File: src/rtl/alu_arb_pkg.sv
// Shared definitions for the ALU share arbiter: opcode values, controller
// state encoding and the opcode legality check.
package alu_arb_pkg;

  localparam logic [4:0] OP_ADD = 5'b00000;
  localparam logic [4:0] OP_SUB = 5'b00001;
  localparam logic [4:0] OP_AND = 5'b00010;
  localparam logic [4:0] OP_OR  = 5'b00011;
  localparam logic [4:0] OP_SLL = 5'b00100;
  localparam logic [4:0] OP_SRA = 5'b00101;

  typedef enum logic [1:0] {
    ST_IDLE = 2'd0,
    ST_EXEC = 2'd1,
    ST_RESP = 2'd2
  } state_e;

  // Legal opcodes form the contiguous range ADD..SRA.
  function automatic logic op_legal(input logic [31:0] op);
    return op <= 32'(OP_SRA);
  endfunction

endpackage

File: src/rtl/rr_arbiter.sv
// Combinational round-robin pick: lowest requesting index at or after the
// pointer, wrapping to the lowest requesting index overall.
module rr_arbiter #(
  parameter int NREQ = 2,
  parameter int IW   = (NREQ > 1) ? $clog2(NREQ) : 1
) (
  input  logic [NREQ-1:0] req_i,
  input  logic [IW-1:0]   ptr_i,
  output logic [NREQ-1:0] grant_o,
  output logic [IW-1:0]   idx_o,
  output logic            any_o
);

  logic [NREQ-1:0] hi_mask;
  logic [NREQ-1:0] hi_req;
  logic [NREQ-1:0] sel;

  always_comb begin
    hi_mask = '0;
    for (int i = 0; i < NREQ; i++) begin
      hi_mask[i] = (IW'(i) >= ptr_i);
    end
    hi_req = req_i & hi_mask;
    sel    = (|hi_req) ? hi_req : req_i;
  end

  // Descending scan so the lowest set bit of sel wins.
  always_comb begin
    grant_o = '0;
    idx_o   = '0;
    for (int i = NREQ - 1; i >= 0; i--) begin
      if (sel[i]) begin
        grant_o    = '0;
        grant_o[i] = 1'b1;
        idx_o      = IW'(i);
      end
    end
    any_o = |req_i;
  end

endmodule

File: src/rtl/alu_share_arbiter.sv
// Shares one combinational ALU between NREQ requesters with round-robin
// arbitration; one transaction in flight, result held until taken.
module alu_share_arbiter
  import alu_arb_pkg::*;
#(
  parameter int NREQ  = 2,
  parameter int WIDTH = 32,
  parameter int OPW   = 5
) (
  input  logic                  clock,
  input  logic                  reset,
  input  logic [NREQ-1:0]       req_valid,
  output logic [NREQ-1:0]       req_ready,
  input  logic [NREQ*OPW-1:0]   req_op,
  input  logic [NREQ*WIDTH-1:0] req_a,
  input  logic [NREQ*WIDTH-1:0] req_b,
  output logic [NREQ-1:0]       resp_valid,
  input  logic [NREQ-1:0]       resp_ready,
  output logic [WIDTH-1:0]      resp_data,
  output logic                  resp_err,
  output logic [OPW-1:0]        alu_op,
  output logic [WIDTH-1:0]      alu_a,
  output logic [WIDTH-1:0]      alu_b,
  input  logic [WIDTH-1:0]      alu_result
);

  localparam int IW = (NREQ > 1) ? $clog2(NREQ) : 1;

  state_e           state_q, state_d;
  logic [IW-1:0]    ptr_q, ptr_d;
  logic [IW-1:0]    owner_q, owner_d;
  logic             legal_q, legal_d;
  logic [OPW-1:0]   alu_op_q, alu_op_d;
  logic [WIDTH-1:0] alu_a_q, alu_a_d;
  logic [WIDTH-1:0] alu_b_q, alu_b_d;
  logic [WIDTH-1:0] resp_data_q, resp_data_d;
  logic             resp_err_q, resp_err_d;

  logic [NREQ-1:0]  grant;
  logic [IW-1:0]    win_idx;
  logic             any_req;
  logic [NREQ-1:0]  owner_oh;
  logic [OPW-1:0]   win_op;
  logic [WIDTH-1:0] win_a;
  logic [WIDTH-1:0] win_b;

  rr_arbiter #(
    .NREQ (NREQ),
    .IW   (IW)
  ) u_rr (
    .req_i   (req_valid),
    .ptr_i   (ptr_q),
    .grant_o (grant),
    .idx_o   (win_idx),
    .any_o   (any_req)
  );

  always_comb begin
    win_op = '0;
    win_a  = '0;
    win_b  = '0;
    for (int i = 0; i < NREQ; i++) begin
      if (grant[i]) begin
        win_op = req_op[i*OPW +: OPW];
        win_a  = req_a[i*WIDTH +: WIDTH];
        win_b  = req_b[i*WIDTH +: WIDTH];
      end
    end
  end

  always_comb begin
    owner_oh          = '0;
    owner_oh[owner_q] = 1'b1;
  end

  always_comb begin
    state_d     = state_q;
    ptr_d       = ptr_q;
    owner_d     = owner_q;
    legal_d     = legal_q;
    alu_op_d    = alu_op_q;
    alu_a_d     = alu_a_q;
    alu_b_d     = alu_b_q;
    resp_data_d = resp_data_q;
    resp_err_d  = resp_err_q;
    case (state_q)
      ST_IDLE: begin
        if (any_req) begin
          state_d  = ST_EXEC;
          owner_d  = win_idx;
          alu_op_d = win_op;
          alu_a_d  = win_a;
          alu_b_d  = win_b;
          legal_d  = op_legal(32'(win_op));
        end
      end
      ST_EXEC: begin
        resp_data_d = legal_q ? alu_result : '0;
        resp_err_d  = !legal_q;
        state_d     = ST_RESP;
      end
      ST_RESP: begin
        // Pointer only moves on completion, so a stalled owner blocks everyone.
        if (|(resp_ready & owner_oh)) begin
          state_d = ST_IDLE;
          ptr_d   = (owner_q == IW'(NREQ - 1)) ? '0 : owner_q + 1'b1;
        end
      end
      default: state_d = ST_IDLE;
    endcase
  end

  always_ff @(posedge clock or posedge reset) begin
    if (reset) begin
      state_q     <= ST_IDLE;
      ptr_q       <= '0;
      owner_q     <= '0;
      legal_q     <= 1'b0;
      alu_op_q    <= '0;
      alu_a_q     <= '0;
      alu_b_q     <= '0;
      resp_data_q <= '0;
      resp_err_q  <= 1'b0;
    end else begin
      state_q     <= state_d;
      ptr_q       <= ptr_d;
      owner_q     <= owner_d;
      legal_q     <= legal_d;
      alu_op_q    <= alu_op_d;
      alu_a_q     <= alu_a_d;
      alu_b_q     <= alu_b_d;
      resp_data_q <= resp_data_d;
      resp_err_q  <= resp_err_d;
    end
  end

  // Grant is gated by reset so no request can look accepted while held in reset.
  assign req_ready  = (state_q == ST_IDLE && !reset) ? grant : '0;
  assign resp_valid = (state_q == ST_RESP) ? owner_oh : '0;
  assign resp_data  = resp_data_q;
  assign resp_err   = resp_err_q;
  assign alu_op     = alu_op_q;
  assign alu_a      = alu_a_q;
  assign alu_b      = alu_b_q;

endmodule

File: config.mk
export PLATFORM = sky130hd
export DESIGN_NAME = alu_share_arbiter
export DESIGN_NICKNAME = d
export VERILOG_FILES = /design/src/rtl/alu_arb_pkg.sv /design/src/rtl/rr_arbiter.sv /design/src/rtl/alu_share_arbiter.sv
export SDC_FILE = /design/constraint.sdc
export NUM_CORES = 1
export LEC_CHECK = 0
export ABC_AREA = 1
export ABC_CLOCK_PERIOD_IN_PS = 4490
export CAP_MARGIN = 0
export CORE_MARGIN = 3
export CORE_UTILIZATION = 25
export DETAILED_ROUTE_END_ITERATION = 8
export GPL_TIMING_DRIVEN = 0
export PLACE_DENSITY = 0.65
export SYNTH_ARGS = -nofsm -noshare
export SYNTH_HDL_FRONTEND = slang
export SYNTH_SLANG_ARGS = --single-unit
File: constraint.sdc
create_clock -name clock -period 4.49 [get_ports clock]
set_input_delay 0.6735 -clock clock [delete_from_list [all_inputs] [get_ports clock]]
set_output_delay 0.6735 -clock clock [all_outputs]
set_load 0.005 [all_outputs]
==> results.toml, run 1 <==
[placed_design]
hpwlAfterDp_um = 13000
routabilityCongestion = 0.763
placement.io_buffers = 280
place_inst = 1041

[job]
max-cap-violations = 0

[drt]
final_antenna_net_count = 0
detail_route.first_pass.iterations = 4
drt_wl_total_um = 17300
routed_wire_length_per_instance_um = 16.3
route.detailed.vias_per_inst = 4.46
drt-initial-drc-count = 180
drc = 0
vias_post_dr = 4715

[clock_network]
clock_tree.root_cell = "clkbuf_16"
tritoncts.num_buffers = 9
post_cts.resized_instances = 0
clk-insertion-delay-late_ps = 350
numClockSinks = 107
cts_tree = "done"
cts_htree_levels = 3
cts.path.max_buffers = 2
clkTransAtPathRegs_ps = 70
cts.repair_timing.setup_buffer_count = 0
post_cts_hold_buffer_count = 0

[sta]
worst_slew_pin_slew_ps = 523
worst_slew_margin_relative_to_its_limit_pct = 65.2
worst_clock_skew_ps = 8.47
final.min_clock_period_ps = 3210
final-max-slew-violation-count = 0
setup_repair_after_global_routing_missed_its_margin = "false"
fin_hold_ws_ps = 494
final-setup-viol-count = 0
fin_setup_tns_ps = 0
period_share_pct = 71.5
finalHoldViolations = 0
fmaxAchievable_mhz = 311

[floorplanning]
initial_core_util_pct = 25.8
floorplan.core_area_um2 = 19000
die_ht_um = 146
core.rowCount = 50
boundaryPins = 282
die_width_um = 146
die_area_um2 = 21400

[synthesis]
yosysUniqueCellTypes = 21
synthFlopType = "dfrtp_1"
post_synth.cell_area_avg_um2 = 9.83
post_synth_inst_count = 500
synth_enable_flop_cells = 0
ys_async_sr_fraction_pct = 100
synth_seq_cells = 107
synth_most_common_cell = "nand2_1"
netlist_area_um2 = 4920
seq_area_frac_synth_pct = 54.5
synth.top_cell.area_share_pct = 54.5
synth-warning-count = 0
synthTopCellsByArea = "dfrtp_1 (54%), nand3_2 (10%), nand2_1 (9.5%), nand3_1 (7.0%), a22o_1 (5.7%)"
synth.cells.most_frequent = "nand2_1 (125), dfrtp_1 (107), nand3_1 (69)"
netlist.top_cell.by_area = "dfrtp_1"
synth.net_count = 676

[critical_path]
slowest_delay_ps = 530
crit_path_max_fanout = 10
worstReg2RegStart = "state_q[1]$_DFFE_PP0P_"
timing.critical_path.slowest_stage_cell = "clkdlybuf4s50_1"
cp-end-kind = "output pin"
setup.worst_path.start_class = "input port"
worstPathRequired_ps = 3820
worst_ep_arrival_time_ps = 2540
cell_by_cell_listing_of_the_critical_path = "clkdlybuf4s50_1, nand2_2, nand2_1, nor2_2, buf_4, inv_1, nor2_1, clkdlybuf4s50_1"
rrSetupSlack_ps = 2950
crit_path_frequent_cell = "clkdlybuf4s50_1"
critical_path.startpoint = "req_valid[0]"
start_to_end_type_of_the_worst_setup_path = "in -> out"

[grt]
largest_net_degree_at_the_start_of_global_routing = 55
globalRoute.busiestLayer = "met2"
grtUsageTotal_pct = 15.9
first_global_vias = 4827
use_met1_pct = 20.6
grt_pass1_wl_um = 27300
met2_capacity_usage_during_global_routing_pct = 25.8
initial_antenna_violation_count = 0
grt_util_met3_pct = 5.03
grt_total_ovfl = 0

[hold_path]
worstHoldPathType = "reg -> reg"
min_from = "alu_a[29]$_DFFE_PP0P_"

[power]
worst_ir_drop_on_vdd_mv = 0.224
static-leakage-power_nw = 3.64
power_density_nw_per_um2 = 588

[cells_and_area]
fill_cells = 1934
util_after_layout_pct = 44.1
antennaDiodeCount = 0
drive_above_1_share_pct = 13.6
area.growth.synth_to_final_pct = 70.8
design.final.nets = 968
fin_cells = 1057

[outcome]
outcome = "finished, final reports clean"
[metal layers]
layer / routed length, um / vias up
li1: - / 2292
met1: 7570 / 2224
met2: 8030 / 183
met3: 1460 / 16
met4: 216 / 0
met5: 0 / -
[layout by cell type, fill, tap and decap left out]
master	n
clkinvlp_4	1
inv_8	1
nor2_4	1
nor2_1	30
inv_1	11
o21a_1	1
bufinv_16	1
clkinv_4	1
nand2_2	4
buf_16	1
buf_12	2
a31oi_1	22
buf_6	3
buf_8	2
clkbuf_16	9
buf_4	2
nand3_1	69
dfrtp_1	107
o21ai_0	4
clkbuf_8	2
clkbuf_1	8
clkdlybuf4s50_1	280
inv_6	2
buf_2	22
nand3_2	50
inv_2	1
nor2_2	2
and2_4	1
a22o_1	32
nand2_1	125
[registers in the layout, summed over array words and instances, names as in the netlist]
| name | cells |
|---|---|
| resp_err | 1 |
| resp_data | 32 |
| owner_q | 1 |
| alu_a | 32 |
| alu_op | 5 |
| legal_q | 1 |
| alu_b | 32 |
| ptr_q | 1 |
| state_q | 2 |
[critical path: cells and delay by family]
kind                   cells  cell delay, ps
and+or+nand+nor            4             500
buffers and inverters      4            1370
[cell families (layout without fill, tap and decap cells)]
group           count (synthesis)  after routing  share of synthesized area, %
compound gates                 59             59                          9.06
flops                         107            107                          54.5
buf+inv                        52            349                          6.26
simple gates                  282            282                          30.2
[cell type report]
type | count | area, um2 | share of cell area [%]
clock inverters | 5 | 66.3 | 0.790
repair buffers | 281 | 2830 | 33.7
clock buffers | 11 | 253 | 3.01
flip-flops and latches | 107 | 2680 | 31.9
inverters | 13 | 53.8 | 0.641
plain buffers | 39 | 259 | 3.08
well taps | 260 | 325 | 3.87
multi-input cells | 341 | 1930 | 23.0
[final timing paths]
| check | endpoint | depth (start not counted) |
|---|---|---|
| setup / recovery | req_ready[1] | 8 |
| hold / removal | alu_a[29]$_DFFE_PP0P_ | 2 |
| setup reg to reg | alu_a[21]$_DFFE_PP0P_ | 7 |
| hold reg to reg | alu_a[29]$_DFFE_PP0P_ | 2 |
| max in group asynchronous | alu_b[7]$_DFFE_PP0P_ | 3 |
| min in group asynchronous | resp_data[19]$_DFFE_PP0N_ | 2 |
[where the power goes]
| part | switching (mW) | internal, mW |
|---|---|---|
| clock | 0.382 | 0.471 |
| sequential | 0.234 | 1.41 |
| combinational | 1.11 | 1.33 |
[metrics by stage]
stage / setup slack [ps] / instance area [um2] / power (mW)
after floorplan: 999 / 4920 / 2.75
after global placement: -1020 / 8040 / 4.12
after detailed placement: 1240 / 8080 / 4.14
after CTS: 1230 / 8400 / 5.02
after global routing: 1130 / 8400 / 5.29
final: 1280 / 8400 / 4.94
Power figures use the tool's default switching activity.
==> run 2: changes to the inputs <==
--- a/config.mk
+++ b/config.mk
@@ -6,7 +6,7 @@
 export NUM_CORES = 1
 export LEC_CHECK = 0
 export ABC_AREA = 1
-export ABC_CLOCK_PERIOD_IN_PS = 4490
+export ABC_CLOCK_PERIOD_IN_PS = 3150
 export CAP_MARGIN = 0
 export CORE_MARGIN = 3
 export CORE_UTILIZATION = 25
==> constraint.sdc (replaced) <==
create_clock -name clock -period 3.15 [get_ports clock]
set_input_delay 0.4725 -clock clock [delete_from_list [all_inputs] [get_ports clock]]
set_output_delay 0.4725 -clock clock [all_outputs]
set_load 0.005 [all_outputs]
==> run 2 against run 1 <==
Effect of this change: largest cell class unchanged; die area is the same; combinational power grew 43%; total power grew 41%; routed wire length grew 1.3%; clock power grew 35%; worst hold slack lost 4.3 ps; final cell count is essentially flat; worst setup slack lost 950 ps.
==> results.toml, run 2 (synthesized netlist as in run 1, its figures left out) <==
[drt]
drt_wl_total_um = 17500
route.detailed.vias_per_inst = 4.46
final_antenna_net_count = 0
drt-initial-drc-count = 201
drc = 0
routed_wire_length_per_instance_um = 16.5
detail_route.first_pass.iterations = 6
vias_post_dr = 4720

[sta]
fmaxAchievable_mhz = 354
worst_slew_margin_relative_to_its_limit_pct = 46.7
final-setup-viol-count = 0
worst_clock_skew_ps = 10.4
setup_repair_after_global_routing_missed_its_margin = "false"
fin_setup_tns_ps = 0
period_share_pct = 89.7
worst_slew_pin_slew_ps = 797
final.min_clock_period_ps = 2830
final_critical_path_setup_slack_ps = 325
final-max-slew-violation-count = 0
finalHoldViolations = 0

[critical_path]
cp-end-kind = "output pin"
crit_path_max_fanout = 10
worst_ep_arrival_time_ps = 2350
worstPathRequired_ps = 2680
start_to_end_type_of_the_worst_setup_path = "in -> out"
setup.worst_path.start_class = "input port"

[clock_network]
tritoncts.num_buffers = 9
cts_tree = "done"
cts_htree_levels = 3
numClockSinks = 107
cts.repair_timing.setup_buffer_count = 0
clock_tree.root_cell = "clkbuf_16"
clkTransAtPathRegs_ps = 80
post_cts.resized_instances = 0
cts.path.max_buffers = 2
clk-insertion-delay-late_ps = 350
post_cts_hold_buffer_count = 0

[floorplanning]
die_area_um2 = 21400
boundaryPins = 282
die_ht_um = 146
die_width_um = 146
initial_core_util_pct = 25.8
floorplan.core_area_um2 = 19000
core.rowCount = 50

[cells_and_area]
antennaDiodeCount = 0
drive_above_1_share_pct = 13.7
util_after_layout_pct = 44.1
final_cell_mix = "clkdlybuf4s50_1 (280), nand2_1 (125), dfrtp_1 (107)"
area.growth.synth_to_final_pct = 70.5
mostFrequentLayoutCell = "clkdlybuf4s50_1"
design.final.nets = 969
stdcell_area_um2 = 8380

[grt]
use_met1_pct = 21.7
globalRoute.busiestLayer = "met2"
largest_net_degree_at_the_start_of_global_routing = 39
grt_total_ovfl = 0
grt_pass1_wl_um = 27800
met2_capacity_usage_during_global_routing_pct = 25.9
grtUsageTotal_pct = 16.3
initial_antenna_violation_count = 0
first_global_vias = 4776
grt_util_met3_pct = 4.38

[placed_design]
hpwlAfterDp_um = 13400
dp_worst_setup_slack_ps = 268
routabilityCongestion = 0.768
dpl_cell_area_um2 = 8090
placement.io_buffers = 280

[power]
design_power_total_mw = 6.96
power_density_nw_per_um2 = 830
worst_ir_drop_on_vdd_mv = 0.292
static-leakage-power_nw = 3.63

[outcome]
outcome = "finished, final reports clean"

[hold_path]
worstHoldPathType = "in -> reg"

[job]
max-cap-violations = 0
[run 2: changes by cell type in the layout (fill, tap and decap cells not counted)]
cell and delta:
inv_6 -1, inv_8 +1, clkinv_4 +1, clkinvlp_4 +1, buf_16 -1, clkbuf_8 -1
bufinv_16 -1, buf_12 +2
[run 2: worst max-delay path: stages]
cell and delay [ps]:
clkdlybuf4s50_1 540, nand2_2 190, nand2_1 110, nor2_2 110, buf_4 200, inv_1 120, nor2_1 100, clkdlybuf4s50_1 500
[run 2: layer usage]
layer / up-vias / share of wire [%] / wire, um
met5: - / 0 / 0
met4: 0 / 1.8 / 321
met3: 21 / 6.6 / 1160
met2: 185 / 46 / 8030
met1: 2229 / 46 / 7990
li1: 2285 / - / -
[run 2: worst paths after layout]
check                                       start                         to  slack, ps  cells after the start
max                                  req_valid[0]               req_ready[1]        320                      8
min                                  req_valid[1]      alu_op[4]$_DFFE_PP0P_        490                      3
max reg2reg                state_q[1]$_DFFE_PP0P_      alu_a[22]$_DFFE_PP0P_       1640                      7
min reg2reg                   legal_q$_DFFE_PP0P_        legal_q$_DFFE_PP0P_        490                      2
max in group asynchronous                   reset       alu_a[9]$_DFFE_PP0P_       1830                      3
min in group asynchronous                   reset  resp_data[23]$_DFFE_PP0N_        660                      2
[run 2: where the power goes]
| part | leakage [nW] | switching [mW] | internal [mW] |
|---|---|---|---|
| registers | 1.33 | 0.331 | 2.01 |
| clock network | 0.143 | 0.569 | 0.577 |
| logic | 2.15 | 1.58 | 1.90 |
[run 2: final cells by class]
cell class                 instances  area, um2
buffer                            39        259
clock buffer                      10        239
clock inverter                     6       56.3
fill                            1890      10600
inverter                          13       52.6
multi-input combinational        341       1930
sequential                       107       2680
tap                              260        325
timing repair buffer             282       2840
[run 2: stage by stage]
step | instances | hold slack (ps)
after floorplan | 500 | 449
after global placement | 1040 | 472
after detailed placement | 1042 | 472
after CTS | 1058 | 467
after global routing | 1058 | 497
final | 1058 | 489
